==> src/rtl/ram_sp_bist.sv <==
// March C- self-test initiator for a single-port synchronous RAM (one-cycle read latency).
// Define RAM_BIST_STOP_ON_FAIL_EN to end the run at the first mismatch.
module ram_sp_bist #(
    parameter int DATA_WIDTH = 8,
    parameter int ADDR_WIDTH = 8,
    parameter int RAM_DEPTH  = 1 << ADDR_WIDTH
) (
    input  logic                  clock,
    input  logic                  reset,
    input  logic                  start,
    output logic                  busy,
    output logic                  done,
    output logic                  pass,
    output logic [ADDR_WIDTH-1:0] fail_addr,
    output logic [2:0]            fail_elem,
    output logic                  ram_we,
    output logic [ADDR_WIDTH-1:0] ram_a,
    output logic [DATA_WIDTH-1:0] ram_di,
    input  logic [DATA_WIDTH-1:0] ram_do
);

    typedef enum logic [3:0] {
        S_IDLE, S_M0, S_M1, S_M2, S_M3, S_M4, S_M5, S_CHK, S_DONE
    } state_t;

    localparam logic [ADDR_WIDTH-1:0] A_LAST = ADDR_WIDTH'(RAM_DEPTH - 1);
    localparam logic [ADDR_WIDTH-1:0] A_ONE  = ADDR_WIDTH'(1);
    localparam logic [DATA_WIDTH-1:0] D0     = '0;
    localparam logic [DATA_WIDTH-1:0] D1     = '1;

    state_t                r_state, w_state_nx;
    logic [ADDR_WIDTH-1:0] r_addr, w_addr_nx;
    logic                  r_wphase, w_wphase_nx;
    logic                  r_err, w_err_nx;
    logic [ADDR_WIDTH-1:0] r_fail_addr, w_fail_addr_nx;
    logic [2:0]            r_fail_elem, w_fail_elem_nx;

    logic                  w_cmp_en;
    logic [DATA_WIDTH-1:0] w_exp;
    logic [ADDR_WIDTH-1:0] w_cmp_addr;
    logic [2:0]            w_cmp_elem;
    logic                  w_mismatch;

    // M5 reads land one cycle late, so the compared address trails the presented one.
    always_comb begin
        w_cmp_en   = 1'b0;
        w_exp      = D0;
        w_cmp_addr = r_addr;
        w_cmp_elem = 3'd0;
        case (r_state)
            S_M1: begin w_cmp_en = r_wphase; w_exp = D0; w_cmp_elem = 3'd1; end
            S_M2: begin w_cmp_en = r_wphase; w_exp = D1; w_cmp_elem = 3'd2; end
            S_M3: begin w_cmp_en = r_wphase; w_exp = D0; w_cmp_elem = 3'd3; end
            S_M4: begin w_cmp_en = r_wphase; w_exp = D1; w_cmp_elem = 3'd4; end
            S_M5: begin
                w_cmp_en   = (r_addr != A_LAST);
                w_cmp_addr = r_addr + A_ONE;
                w_cmp_elem = 3'd5;
            end
            S_CHK: begin
                w_cmp_en   = 1'b1;
                w_cmp_addr = '0;
                w_cmp_elem = 3'd5;
            end
            default: ;
        endcase
    end

    assign w_mismatch = w_cmp_en && (ram_do != w_exp);

    always_comb begin
        w_state_nx     = r_state;
        w_addr_nx      = r_addr;
        w_wphase_nx    = r_wphase;
        w_err_nx       = r_err;
        w_fail_addr_nx = r_fail_addr;
        w_fail_elem_nx = r_fail_elem;
        if (w_mismatch && !r_err) begin
            w_err_nx       = 1'b1;
            w_fail_addr_nx = w_cmp_addr;
            w_fail_elem_nx = w_cmp_elem;
        end
        case (r_state)
            S_IDLE, S_DONE: begin
                if (start) begin
                    w_state_nx     = S_M0;
                    w_addr_nx      = '0;
                    w_wphase_nx    = 1'b0;
                    w_err_nx       = 1'b0;
                    w_fail_addr_nx = '0;
                    w_fail_elem_nx = '0;
                end
            end
            S_M0: begin
                if (r_addr == A_LAST) begin
                    w_state_nx = S_M1;
                    w_addr_nx  = '0;
                end else begin
                    w_addr_nx = r_addr + A_ONE;
                end
            end
            S_M1, S_M2: begin
                w_wphase_nx = !r_wphase;
                if (r_wphase) begin
                    if (r_addr == A_LAST) begin
                        w_state_nx = (r_state == S_M1) ? S_M2 : S_M3;
                        w_addr_nx  = (r_state == S_M1) ? '0 : A_LAST;
                    end else begin
                        w_addr_nx = r_addr + A_ONE;
                    end
                end
            end
            S_M3, S_M4: begin
                w_wphase_nx = !r_wphase;
                if (r_wphase) begin
                    if (r_addr == '0) begin
                        w_state_nx = (r_state == S_M3) ? S_M4 : S_M5;
                        w_addr_nx  = A_LAST;
                    end else begin
                        w_addr_nx = r_addr - A_ONE;
                    end
                end
            end
            S_M5: begin
                if (r_addr == '0) w_state_nx = S_CHK;
                else              w_addr_nx  = r_addr - A_ONE;
            end
            S_CHK: begin
                w_state_nx = S_DONE;
                w_addr_nx  = '0;
            end
            default: w_state_nx = S_IDLE;
        endcase
`ifdef RAM_BIST_STOP_ON_FAIL_EN
        if (w_mismatch) begin
            w_state_nx  = S_DONE;
            w_addr_nx   = '0;
            w_wphase_nx = 1'b0;
        end
`endif
    end

    always_ff @(posedge clock) begin
        if (reset) begin
            r_state     <= S_IDLE;
            r_addr      <= '0;
            r_wphase    <= 1'b0;
            r_err       <= 1'b0;
            r_fail_addr <= '0;
            r_fail_elem <= '0;
        end else begin
            r_state     <= w_state_nx;
            r_addr      <= w_addr_nx;
            r_wphase    <= w_wphase_nx;
            r_err       <= w_err_nx;
            r_fail_addr <= w_fail_addr_nx;
            r_fail_elem <= w_fail_elem_nx;
        end
    end

    always_comb begin
        busy   = 1'b0;
        ram_we = 1'b0;
        ram_a  = '0;
        ram_di = '0;
        case (r_state)
            S_M0: begin
                busy   = 1'b1;
                ram_we = 1'b1;
                ram_a  = r_addr;
            end
            S_M1, S_M3: begin
                busy   = 1'b1;
                ram_we = r_wphase;
                ram_a  = r_addr;
                ram_di = r_wphase ? D1 : D0;
            end
            S_M2, S_M4: begin
                busy   = 1'b1;
                ram_we = r_wphase;
                ram_a  = r_addr;
            end
            S_M5: begin
                busy  = 1'b1;
                ram_a = r_addr;
            end
            S_CHK:   busy = 1'b1;
            default: ;
        endcase
    end

    assign done      = (r_state == S_DONE);
    assign pass      = done && !r_err;
    assign fail_addr = r_fail_addr;
    assign fail_elem = r_fail_elem;

endmodule

==> config.mk <==
export PLATFORM = sky130hd
export DESIGN_NAME = ram_sp_bist
export DESIGN_NICKNAME = d
export VERILOG_FILES = /design/src/rtl/ram_sp_bist.sv
export SDC_FILE = /design/constraint.sdc
export NUM_CORES = 1
export LEC_CHECK = 0
export BUFFER_PORTS_ARGS = -buffer_cell sky130_fd_sc_hd__buf_4
export CAP_MARGIN = 20
export CORE_MARGIN = 2
export CORE_UTILIZATION = 55
export CTS_CLUSTER_SIZE = 8
export DETAILED_ROUTE_END_ITERATION = 8
export PLACE_DENSITY = 0.8
export SKIP_CTS_REPAIR_TIMING = 1
export SYNTH_ARGS = -nofsm -noshare
export SYNTH_HDL_FRONTEND = slang
export SYNTH_SLANG_ARGS = --single-unit
==> constraint.sdc <==
create_clock -name clock -period 3 [get_ports clock]
set_input_delay 0.15 -clock clock [delete_from_list [all_inputs] [get_ports clock]]
set_output_delay 0.15 -clock clock [all_outputs]
set_load 0.02 [all_outputs]
==> impl_summary.log <==
[metrics] status: complete, no violations
[metrics] final setup skew: 5.27 ps
[metrics] number of max-slew violations in the final report: 0
[metrics] number of clock buffers inserted by TritonCTS: 3
[metrics] async set-reset flop share out of synthesis: 0%
[metrics] TritonCTS clock tree: built
[metrics] endpoint type of the worst setup path: register
[metrics] instance count of the mapped netlist: 283
[metrics] x dimension of the die: 65.5 um
[metrics] predominant post-synthesis flop cell: sky130_fd_sc_hd__dfxtp_1
[metrics] Required @ worst endpoint: 3170 ps
[metrics] number of buffers inserted by port buffering: 41
[metrics] GR Util All Layers: 27.2%
[metrics] class of the worst hold path: input pin to register
[metrics] Detailed Place HPWL: 4250 um
[metrics] number of sinks on the clock net: 25
[metrics] synthesized area per cell: 7.34 um^2
[metrics] RSZ-0062 raised after global routing: no
[metrics] CTS Root Buffer Type: sky130_fd_sc_hd__clkbuf_8
[metrics] worst rel slew slack: 54.6%
[metrics] initial cell density of the core: 57.2%
[metrics] sequential element share of the synthesized area: 24.1%
[metrics] crit path kind: register to register
[metrics] commonest cells in the netlist: 34 x sky130_fd_sc_hd__nor2_1, 25 x sky130_fd_sc_hd__dfxtp_1, 21 x sky130_fd_sc_hd__nand2_1, 18 x sky130_fd_sc_hd__clkbuf_1, 16 x sky130_fd_sc_hd__a21oi_1
[metrics] CP Max Fanout: 11
[metrics] largest buffer count on any clock path: 2
[metrics] WP buf/inv: 0
[metrics] largest area contributor in the netlist: sky130_fd_sc_hd__dfxtp_1
[metrics] Post-Syn Nets: 296
[metrics] Max Cap Violations: 0
[metrics] ratio of cells with drive above 1 in the final layout: 20.4%
[metrics] last weighted congestion value of the routability-driven placer: 0.930
[metrics] crit start category: register
[metrics] maximum clock rate: 371 MHz
[metrics] list of cells traversed by the critical path: ha_1 -> nand4_1 -> o311ai_1 -> o221ai_1 -> o211ai_1 -> a21bo_2
[metrics] H-Tree Depth: 1
[metrics] core region area: 3630 um^2
[metrics] vertical extent of the die: 65.5 um
[metrics] synth top area cells: sky130_fd_sc_hd__dfxtp_1 24%, sky130_fd_sc_hd__nor2_1 6.1%, sky130_fd_sc_hd__a211oi_1 4.3%, sky130_fd_sc_hd__a21oi_1 3.9%, sky130_fd_sc_hd__nand2_1 3.8%
[metrics] number of cell rows: 22
[metrics] final-layout worst hold slack: 147 ps
[metrics] top-count cell post-synth: sky130_fd_sc_hd__nor2_1
[metrics] nets@finish: 318
[metrics] initial drt markers: 238
[metrics] measured slew at the worst slew-check pin: 670 ps
[metrics] least setup slack across all paths after layout: 307 ps
[metrics] wire length of the first global-routing pass: 9120 um
[metrics] fin crit share: 89.8%
[metrics] die outline area: 4290 um^2
[metrics] maximum number of pins on one net before global-route repair: 22
[metrics] clock-pin slew on the worst setup and hold paths: 90 ps
[metrics] count of yosys warnings during synthesis: 0
[metrics] total wirelength of the detailed-routed design: 5680 um
[metrics] crit-path leading delay family: compound AO/OA/AOI/OAI gates
[metrics] drc violations: 0
[metrics] average via count per standard cell: 6.43
[metrics] netlist area before placement: 2080 um^2
[metrics] I/O pin count: 42
[metrics] share of the synthesized area in the top cell type: 24.1%
[metrics] DRT Pass-1 Iters: 5
[metrics] worst voltage drop across the vdd grid: 0.000240 V
[metrics] via count of the first global-routing pass: 1,815
[metrics] Routed Antenna Nets: 0
[metrics] average routed wire per standard cell: 16.1 um
[metrics] slowest cell delay on critical path: 720 ps
[metrics] area overhead of the layout relative to synthesis: 14.5%
[metrics] LEAKAGE: 0.881 nW
[metrics] min Tclk post-route: 2690 ps
[metrics] Unique masters post-synth: 62
[metrics] number of enable-type register cells in the synthesized netlist: 0
[metrics] setup violators final: 0
[metrics] grt ovf: 0
[metrics] antenna violations before repair: 0
[metrics] arrival time at the worst endpoint: 2860 ps
[metrics] via total after detailed routing: 2,265
[metrics] total power divided by cell area: 486 nW/um^2
[metrics] worst-path cell with the longest stage delay: sky130_fd_sc_hd__o311ai_1
[metrics] total power: 0.00116 W
[metrics] flop and latch count out of synthesis: 25
[metrics] worst slack, placed: 435 ps
[metrics] # diodes: 0
[metrics] clock network latency to the later pin of the worst-skew pair: 270 ps
[metrics] count of final hold-check violations: 0
[metrics] sum of negative setup slack: 0 ps
kinds of logic (layout without fill, tap and decap cells):
kind of cell    count (synthesis)  after routing  share of synthesized area (%)
simple gates                  122            122                           30.5
compound gates                 84             84                           29.8
buf+inv                        39             60                           9.33
flops                          25             25                           24.1
mux                             7              7                           3.43
xor+xnor                        4              4                           1.69
fa+ha+maj                       2              2                           1.20
layout by cell type, fill, tap and decap left out, types with 8 or more instances in the layout:
master                     Yosys  layout
sky130_fd_sc_hd__a21oi_1      16      16
sky130_fd_sc_hd__buf_4         8      48
sky130_fd_sc_hd__nand2_1      21      21
sky130_fd_sc_hd__inv_1         8       8
sky130_fd_sc_hd__o21ai_0      13      13
sky130_fd_sc_hd__nor2_1       34      34
sky130_fd_sc_hd__a211oi_1     12      12
sky130_fd_sc_hd__nand3_1       8       8
sky130_fd_sc_hd__dfxtp_1      25      25
sky130_fd_sc_hd__and2_1        8       8
sky130_fd_sc_hd__nor3_1        9       9
flip-flops by register name, summed over array words and instances (netlist names):
register   cells
r_state        4
fail_elem      3
r_addr         8
r_err          1
r_wphase       1
fail_addr      8
metrics by stage:
step           std cells  util, %  area (um^2)
3_5_place_dp         348     64.3         2330
2_1_floorplan        283        -         2080
5_1_grt              352     65.5         2380
3_3_place_gp         348     64.3         2330
4_1_cts              352     65.5         2380
6_report             352     65.5         2380
worst paths after layout:
kind,from,end,slack (ps),cells after the start
setup reg to reg,r_addr[0]$_SDFFE_PP0P_,r_addr[2]$_SDFFE_PP0P_,310,6
setup / recovery,r_addr[0]$_SDFFE_PP0P_,r_addr[2]$_SDFFE_PP0P_,310,6
hold / removal,reset,r_wphase$_SDFFE_PP0P_,150,2
hold reg to reg,fail_elem[0]$_SDFF_PP0_,fail_elem[0]$_SDFF_PP0_,510,2
metal layers:
metal / wire length, um / vias up / GRT usage [%]
met4: 67 / 0 / 7.03
met3: 437 / 8 / 2.57
met2: 2550 / 120 / 39.7
met5: 0 / - / 0
met1: 2630 / 1051 / 42.4
li1: - / 1086 / -
power breakdown:
part / switching [W] / internal [W] / leakage [nW] / total (W)
clock network: 0.000112 / 0.0000951 / 0.0228 / 0.000207
registers: 0.0000544 / 0.000351 / 0.202 / 0.000406
logic: 0.000340 / 0.000203 / 0.656 / 0.000543
total: 0.000507 / 0.000649 / 0.881 / 0.00116
final cells by class:
| cell class | count | area [um^2] |
|---|---|---|
| Timing Repair Buffer | 48 | 360 |
| Fill cell | 332 | 1250 |
| Sequential cell | 25 | 500 |
| Tap cell | 48 | 60.1 |
| Multi-Input combinational cell | 219 | 1380 |
| Clock buffer | 4 | 45.0 |
| Inverter | 8 | 30.0 |
Power figures use the tool's default switching activity.
